==> config.mk <==
export PLATFORM = sky130hd
export DESIGN_NAME = triple_buffer_ctrl_flat
export DESIGN_NICKNAME = d
export VERILOG_FILES = /design/src/rtl/triple_buffer_pkg.sv /design/src/rtl/triple_buffer_ctrl_if.sv /design/src/rtl/tb_addr_counter.sv /design/src/rtl/triple_buffer_ctrl.sv /design/src/flat_wrapper.sv
export SDC_FILE = /design/constraint.sdc
export NUM_CORES = 1
export LEC_CHECK = 0
export ABC_AREA = 1
export BUFFER_PORTS_ARGS = -buffer_cell sky130_fd_sc_hd__buf_2
export CORE_UTILIZATION = 50
export DETAILED_ROUTE_END_ITERATION = 16
export PLACE_DENSITY = 0.7
export SLEW_MARGIN = 20
export SYNTH_ARGS = -nofsm -noshare
export SYNTH_HDL_FRONTEND = slang
export SYNTH_SLANG_ARGS = --single-unit
==> constraint.sdc <==
create_clock -name clk -period 3.7 [get_ports clk]
set_clock_uncertainty 0.2 [all_clocks]
set_input_delay 0.185 -clock clk [delete_from_list [all_inputs] [get_ports clk]]
set_output_delay 0.185 -clock clk [all_outputs]
set_load 0.05 [all_outputs]
==> src/rtl/triple_buffer_pkg.sv <==
// triple_buffer_pkg: bank index width and reset bank assignment for the triple buffer
package triple_buffer_pkg;
    localparam int BANK_W = 2;
    localparam logic [BANK_W-1:0] WR_BANK_RST = 2'd0;
    localparam logic [BANK_W-1:0] SPARE_RST   = 2'd1;
    localparam logic [BANK_W-1:0] RD_BANK_RST = 2'd2;
endpackage

==> src/rtl/triple_buffer_ctrl_if.sv <==
// triple_buffer_ctrl_if: writer/reader handshake and bank/address bus; drop_count exists only with TB_DROP_CNT_EN
interface triple_buffer_ctrl_if #(parameter int ADDR_W = 8);
    import triple_buffer_pkg::*;
    logic              wr_en;
    logic              wr_commit;
    logic              rd_req;
    logic              rd_en;
    logic [BANK_W-1:0] wr_bank;
    logic [ADDR_W-1:0] wr_addr;
    logic              wr_full;
    logic [BANK_W-1:0] rd_bank;
    logic [ADDR_W-1:0] rd_addr;
    logic [ADDR_W:0]   rd_len;
    logic              rd_grant;
    logic              fresh;
`ifdef TB_DROP_CNT_EN
    logic [15:0]       drop_count;
`endif
    modport master (
        output wr_en, wr_commit, rd_req, rd_en,
        input  wr_bank, wr_addr, wr_full, rd_bank, rd_addr, rd_len, rd_grant, fresh
`ifdef TB_DROP_CNT_EN
        , input drop_count
`endif
    );
    modport slave (
        input  wr_en, wr_commit, rd_req, rd_en,
        output wr_bank, wr_addr, wr_full, rd_bank, rd_addr, rd_len, rd_grant, fresh
`ifdef TB_DROP_CNT_EN
        , output drop_count
`endif
    );
endinterface

==> src/rtl/tb_addr_counter.sv <==
// tb_addr_counter: word address counter with sync clear over enable and wrap at a runtime limit
module tb_addr_counter #(
    parameter int width = 8
) (
    input  logic             clk,
    input  logic             reset,
    input  logic             en,
    input  logic             clr,
    input  logic [width-1:0] wrap_at,
    output logic [width-1:0] count
);
    // clear wins, otherwise step and wrap back to zero at wrap_at
    always_ff @(posedge clk or negedge reset)
        if (!reset) count <= '0;
        else if (clr) count <= '0;
        else if (en) count <= (count == wrap_at) ? '0 : count + 1'b1;
endmodule

==> src/rtl/triple_buffer_ctrl.sv <==
// triple_buffer_ctrl: bank rotation and address sequencing for the UART triple buffer; TB_DROP_CNT_EN adds drop_count
module triple_buffer_ctrl
    import triple_buffer_pkg::*;
#(
    parameter int ADDR_W = 8,
    parameter int DEPTH  = 256
) (
    input logic           clk,
    input logic           reset,
    triple_buffer_ctrl_if.slave bus
);
    logic [BANK_W-1:0] spare;
    logic [ADDR_W:0]   eff_len;
    logic [ADDR_W:0]   fresh_len;
    logic [ADDR_W-1:0] wr_addr;
    logic [ADDR_W-1:0] rd_addr;
    logic              commit;
    logic              grant_go;

    // a word written alongside the commit belongs to the committed frame
    assign eff_len  = {1'b0, bus.wr_addr} + (ADDR_W+1)'(bus.wr_en);
    assign commit   = (bus.wr_commit && eff_len != '0) || (bus.wr_en && bus.wr_addr == ADDR_W'(DEPTH-1));
    assign grant_go = bus.rd_req && (commit || bus.fresh);
    assign bus.wr_full = 1'b0;
    assign bus.wr_addr = wr_addr;
    assign bus.rd_addr = rd_addr;

    // bank ownership rotation and frame bookkeeping
    always_ff @(posedge clk or negedge reset)
        if (!reset) begin
            bus.wr_bank  <= WR_BANK_RST;
            spare        <= SPARE_RST;
            bus.rd_bank  <= RD_BANK_RST;
            bus.rd_len   <= '0;
            fresh_len    <= '0;
            bus.fresh    <= 1'b0;
            bus.rd_grant <= 1'b0;
        end else begin
            bus.rd_grant <= grant_go;
            if (commit && bus.rd_req) begin
                bus.rd_bank <= bus.wr_bank;
                bus.wr_bank <= spare;
                spare       <= bus.rd_bank;
                bus.rd_len  <= eff_len;
                bus.fresh   <= 1'b0;
            end else if (commit) begin
                spare       <= bus.wr_bank;
                bus.wr_bank <= spare;
                fresh_len   <= eff_len;
                bus.fresh   <= 1'b1;
            end else if (grant_go) begin
                bus.rd_bank <= spare;
                spare       <= bus.rd_bank;
                bus.rd_len  <= fresh_len;
                bus.fresh   <= 1'b0;
            end
        end

    tb_addr_counter #(.width(ADDR_W)) u_wr_cnt (
        .clk(clk), .reset(reset), .en(bus.wr_en), .clr(commit),
        .wrap_at(ADDR_W'(DEPTH-1)), .count(wr_addr)
    );

    tb_addr_counter #(.width(ADDR_W)) u_rd_cnt (
        .clk(clk), .reset(reset), .en(bus.rd_en && bus.rd_len != '0), .clr(grant_go),
        .wrap_at(ADDR_W'(bus.rd_len - 1'b1)), .count(rd_addr)
    );

`ifdef TB_DROP_CNT_EN
    // count fresh frames overwritten before the reader claimed them
    always_ff @(posedge clk or negedge reset)
        if (!reset) bus.drop_count <= '0;
        else if (commit && bus.fresh && !bus.rd_req && bus.drop_count != 16'hFFFF) bus.drop_count <= bus.drop_count + 1'b1;
`endif
endmodule

==> src/flat_wrapper.sv <==
// flat-port wrapper written by rule: the top's interface ports become plain ports
module triple_buffer_ctrl_flat import triple_buffer_pkg::*;
#(
    parameter int ADDR_W = 8,
    parameter int DEPTH  = 256
)
  (clk, reset, bus_wr_en, bus_wr_commit, bus_rd_req, bus_rd_en, bus_wr_bank, bus_wr_addr, bus_wr_full, bus_rd_bank, bus_rd_addr, bus_rd_len, bus_rd_grant, bus_fresh);
  triple_buffer_ctrl_if #(.ADDR_W(ADDR_W)) bus_i ();
  input logic clk;
  input logic reset;
  input wire logic [$bits(bus_i.wr_en)-1:0] bus_wr_en;
  input wire logic [$bits(bus_i.wr_commit)-1:0] bus_wr_commit;
  input wire logic [$bits(bus_i.rd_req)-1:0] bus_rd_req;
  input wire logic [$bits(bus_i.rd_en)-1:0] bus_rd_en;
  output wire logic [$bits(bus_i.wr_bank)-1:0] bus_wr_bank;
  output wire logic [$bits(bus_i.wr_addr)-1:0] bus_wr_addr;
  output wire logic [$bits(bus_i.wr_full)-1:0] bus_wr_full;
  output wire logic [$bits(bus_i.rd_bank)-1:0] bus_rd_bank;
  output wire logic [$bits(bus_i.rd_addr)-1:0] bus_rd_addr;
  output wire logic [$bits(bus_i.rd_len)-1:0] bus_rd_len;
  output wire logic [$bits(bus_i.rd_grant)-1:0] bus_rd_grant;
  output wire logic [$bits(bus_i.fresh)-1:0] bus_fresh;
  assign bus_i.wr_en = bus_wr_en;
  assign bus_i.wr_commit = bus_wr_commit;
  assign bus_i.rd_req = bus_rd_req;
  assign bus_i.rd_en = bus_rd_en;
  assign bus_wr_bank = bus_i.wr_bank;
  assign bus_wr_addr = bus_i.wr_addr;
  assign bus_wr_full = bus_i.wr_full;
  assign bus_rd_bank = bus_i.rd_bank;
  assign bus_rd_addr = bus_i.rd_addr;
  assign bus_rd_len = bus_i.rd_len;
  assign bus_rd_grant = bus_i.rd_grant;
  assign bus_fresh = bus_i.fresh;
  triple_buffer_ctrl #(.ADDR_W(ADDR_W), .DEPTH(DEPTH)) u_core (.clk(clk), .reset(reset), .bus(bus_i));
endmodule
After elaboration in Yosys (flattened, before gate mapping)
Index checks and enable logic that the tools add are counted.

storage, ports and cells
  logic and storage cells = 53
  flip-flop bits (word level) = 42
  output and inout port bits = 32

operators by class
  mux-type cells = 20
  bitwise gates (word level) = 1
  add/subtract/negate cells = 4
  equality and inequality tests = 3
  reduce and logical (&&, ||, !) cells = 16

operators by type and width
  kind                 number
  $mux 8               6
  $mux 9               3
  $reduce_bool 9->1    2
  $add 8x1->8 const B  2
  $mux 2               8
  $add 8x1->9          1
  $eq 8x8->1           1
  $eq 8x8->1 const B   1
  $reduce_bool 2->1    4
  $sub 8x1->8 const B  1
  $logic_and 1x1->1    5
  $reduce_and 2->1     2
  $mux 1               3
  $reduce_bool 3->1    1
  $logic_or 1x1->1     2
  $ne 2x2->1 const B   1
  $not 1->1            1

Longest topological paths before layout
  depth after elaboration = 9
  gate-level depth with buffers = 16
  gate-level depth less buffers = 15

Modules after synthesis
A second synthesis with hierarchy kept.

second synthesis, totals
  cells, all modules = 391
  area, all modules = 2740.1 µm²

by module, submodules not included
  module              area an instance (µm²)  instances  cells each
  triple_buffer_ctrl  1599.0                  1          231
  tb_addr_counter     570.5                   2          80

Least setup slack after synthesis
No wires, ideal clock.

  path kind = register to register
  from = register u_core.u_wr_cnt.count[0]
  to = register u_core.spare[1]
  path buffers = 1
  slack = 1145 ps
  period minus slack after synthesis = 2555 ps
  stages on the path, launching flop included = 17
  arrival time = 2237 ps
  path through = dfrtp_1 -> ha_1 -> ha_1 -> nand2_1 -> nor2_2 -> nand2_1 -> nand2_1 -> nand2_2 -> nor2_2 -> nand3_2 -> nand2_4 -> nand2_4 -> nand2_4 -> buf_6 -> nand2_1 -> nand3_1 -> nand2_1

on the way
  cells in the longest elaborated chain, start to end = 7

RTL lines
  element                      line                      source
  start: declaration           tb_addr_counter.sv:10     output logic [width-1:0] count
  start signal: assignment     tb_addr_counter.sv:16     else if (en) count <= (count == wrap_at) ? '0 : count + 1'b1;
  $add 8x1->9                  triple_buffer_ctrl.sv:21  assign eff_len = {1'b0, bus.wr_addr} + (ADDR_W+1)'(bus.wr_en);
  $reduce_bool 9->1            triple_buffer_ctrl.sv:22  assign commit = (bus.wr_commit && eff_len != '0) || (bus.wr_en && bus.wr_addr == ADDR_W'(DEPTH-1));
  $logic_and 1x1->1            triple_buffer_ctrl.sv:22
  $logic_or 1x1->1 (*)         triple_buffer_ctrl.sv:22
  $logic_or 1x1->1             triple_buffer_ctrl.sv:23  assign grant_go = bus.rd_req && (commit || bus.fresh);
  $logic_and 1x1->1            triple_buffer_ctrl.sv:23
  $reduce_bool 3->1 (no line)  --
  end signal: assignment       triple_buffer_ctrl.sv:43  spare <= bus.rd_bank;
  end signal: assignment       triple_buffer_ctrl.sv:47  spare <= bus.wr_bank;
  end signal: assignment       triple_buffer_ctrl.sv:53  spare <= bus.rd_bank;
  end: declaration             triple_buffer_ctrl.sv:12  logic [BANK_W-1:0] spare;

Every way passes the cells marked *; elsewhere a longest branch is shown, timed or not.
A chain may end at the register's enable or synchronous reset.

Worst setup path in the final report
  from = register u_core.u_wr_cnt.count[0]
  to = register u_core.u_rd_cnt.count[5]

on the way
  cells in the longest elaborated chain, start to end = 7

RTL lines
  element                                             line                      source
  $add 8x1->9                                         triple_buffer_ctrl.sv:21
  $reduce_bool 9->1                                   triple_buffer_ctrl.sv:22
  $logic_and 1x1->1                                   triple_buffer_ctrl.sv:22
  $logic_or 1x1->1 (*)                                triple_buffer_ctrl.sv:22
  $logic_or 1x1->1 (*)                                triple_buffer_ctrl.sv:23
  $logic_and 1x1->1 (*)                               triple_buffer_ctrl.sv:23
  named net u_core.grant_go                           triple_buffer_ctrl.sv:18  logic grant_go;
  $mux 8 / $reduce_bool 2->1 (equally long branches)  --
  end signal: assignment                              tb_addr_counter.sv:16
  end: declaration                                    tb_addr_counter.sv:10

The timed path passes the listed nets; every way through them passes the cells marked *.

==> impl_metrics.ini <==
[run_status]
status = completed

[final_layout]
syn2layout_area_growth_pct = 10.3
drive_gt1_frac = 0.158
seq_area_sq_um = 1050
final_util = 0.578
final_nets = 422
layout_common_cells = nand2_1, inv_1, dfrtp_1
fillers = 514
insertedDiodeCount = 0
multi_input_area_sq_um = 1320
final_common_cell = nand2_1

[clock_tree]
cts_tree = done
clockRootBuffer = clkbuf_8
cts.sinks = 42
cts_resized = 0
path_clk_slew_ns = 0.09
cts_buffers = 5
htree_levels = 2
cts_buffer_depth = 2
insertion_delay_ns = 0.30

[timing]
fin_hold_ws_ns = 0.0134
period_minus_slack_ns = 2.72
slew_headroom = 0.383
period_share = 0.734
slew_violations = 0
final_hold_viol_count = 0
tns_ns = 0
setup_viol = 0
rsz0062_at_grt = no
worst-slew-pin-transition_ns = 0.926
max_freq_mhz = 368

[critical_path]
cp_cell_sequence = ha_1 -> ha_1 -> nand3_1 -> nand2_1 -> nand2_1 -> nand2_1 -> nor2_1 -> nand3_2 -> nand2_4 -> nand3_4 -> nand2_4 -> inv_1 -> nor3_1
cp_max_fo = 31
crit_arrival_ns = 2.72
cp.required_ns = 3.71
path_common_cell = nand2_1
worst_setup_path_start_kind = flip-flop
max_stage_delay_ns = 0.43
crit_path_top_delay_cell = dfrtp_1
endpoint_kind = flip-flop
path_class = flip-flop to flip-flop

[die]
core_area_sq_um = 5140
die_y_um = 75.4
rows = 26
dieArea_sq_um = 5690
io_pins = 38
die_w_um = 75.4
start_util = 0.524

[power_and_ir_drop]
combPwrFrac = 0.553
power_density_nw_per_um2 = 792
switchingPower_w = 0.00124
switching_share = 0.527
p_leak_nw = 1.67
pwr-share-seq = 0.319
p_int_w = 0.00111
peakVddDrop_mv = 0.422
p_clk_frac = 0.128

[detailed_routing]
ant_nets = 0
highest_layer = met4
drt_first_pass_iters = 5
routed_wl_um = 5660
post_drt_via_cell_ratio = 5.01
route.detailed.drc = 0
wl_per_cell_um = 11.7
drt-initial-drc-count = 160
vias = 2413
dr_wl_met2_um = 2590
met3_length_um = 259
wl_met1_um = 2700

[placed_design]
place.gp.congestion = 0.843
dp_hpwl_um = 4170
io_buffers = 36

[synth]
synth-main-ff-cell = dfrtp_1
synth_edf_count = 0
yosys_warnings = 0
async_flop_share = 1.00
ys_seq_elements = 42
synth-seq-area-share = 0.391
syn-num-nets = 388
synth_cell_type_count = 31
avgSynthCellArea_sq_um = 7.15
synth.cell_area_sq_um = 2700
syn_inst = 377

[global_route]
antenna_found_initial = 0
overflow = 0
grt_max_degree = 43
track_usage = 0.222
grt_pass1_vias = 2173
grt_pass1_wl_um = 9540

[hold_path]
hold_path_class = primary input to flip-flop

[job]
max-cap-violations = 0
## power by group through the flow
stage                     Combinational (W)  Clock [W]  Sequential [W]
after floorplan                    0.000761          0         0.00107
after global placement              0.00129          0        0.000755
after detailed placement            0.00130          0        0.000758
after CTS                           0.00131   0.000307        0.000750
after global routing                0.00146   0.000323        0.000772
final                               0.00130   0.000300        0.000751
## cell families after synthesis
logic type / share of synthesized area
AO/OA/AOI/OAI: 0.0789
XOR/XNOR: 0.0422
adder cells (fa/ha/maj): 0.0232
buffers and inverters: 0.121
flip-flops: 0.391
other: 0.00139
AND/OR/NAND/NOR: 0.342
## state kept, by name, indices dropped and copies added, names as in the netlist
register / count
u_core.bus.rd_len: 9
u_core.fresh_len: 9
u_core.u_rd_cnt.count: 8
u_core.u_wr_cnt.count: 8
u_core.bus.rd_bank: 2
u_core.bus.wr_bank: 2
u_core.spare: 2
u_core.bus.fresh: 1
u_core.bus.rd_grant: 1
## metal layers
layer	up-vias	global-route usage
li1	1233	-
met1	1094	0.297
met4	0	0.0700
met3	15	0.0410
met5	-	0
met2	71	0.367
## what timing repair did
action / 4_1_cts / 5_1_grt
hold buffers: 2 / 0
hold endpoints to repair: 41 / 0
setup buffers: 0 / 0
## critical path, delay by kind of cell, from the launching register on
| kind | cells | cell delay [ns] |
|---|---|---|
| buffers and inverters | 1 | 0.13 |
| adder cells (fa/ha/maj) | 2 | 0.49 |
| flip-flops | 1 | 0.43 |
| AND/OR/NAND/NOR | 10 | 1.37 |
## layout make-up
cell class                 instances  share of cell area
tap                               70              0.0295
timing repair buffer              38              0.0674
clock inverter                     3             0.00716
clock buffer                       5              0.0232
inverter                          60              0.0758
sequential                        42               0.355
multi-input combinational        264               0.443
## through the flow
step / instance area [sq um] / setup WS (ns) / total power [W] / instances
after floorplan: 2700 / 1.15 / 0.00183 / 377
after global placement: 2860 / 1.10 / 0.00204 / 472
after detailed placement: 2860 / 0.969 / 0.00206 / 472
after CTS: 2970 / 0.946 / 0.00237 / 482
after global routing: 2970 / 0.671 / 0.00256 / 482
final: 2970 / 0.984 / 0.00235 / 482
## worst paths after layout
path                                          start                        to  slack (ns)  depth (start not counted)
min                                       bus_wr_en  u_core.u_wr_cnt.count[1]        0.01                          3
min reg2reg                     u_core.fresh_len[3]       u_core.fresh_len[3]        0.29                          2
max                        u_core.u_wr_cnt.count[0]  u_core.u_rd_cnt.count[5]        0.98                         13
max in group asynchronous                     reset      u_core.bus.rd_len[1]        2.37                          2
max reg2reg                u_core.u_wr_cnt.count[0]  u_core.u_rd_cnt.count[5]        0.98                         13
min in group asynchronous                     reset  u_core.u_wr_cnt.count[3]        0.36                          2
## cell usage after synthesis, types with 2 or more instances
cell      number  area (sq um)
dfrtp_1       40          1000
dfstp_2        2          52.6
nor3_1         5          25.0
buf_6          6          67.6
nand2_4        4          45.0
xor2_1         8          70.1
ha_1           5          62.6
a21oi_1       13          65.1
nand3b_1       2          15.0
xnor2_1        5          43.8
nand2_2        3          18.8
o21ai_0       16          80.1
a21oi_2        3          26.3
buf_4          4          30.0
inv_1         59           221
nor2_2         2          12.5
a211oi_2       2          25.0
nor2_1        38           143
nand4_1        5          31.3
nand2_1      118           443
nand3_1       27           135
No activity file was read; power rests on OpenSTA's default activity.
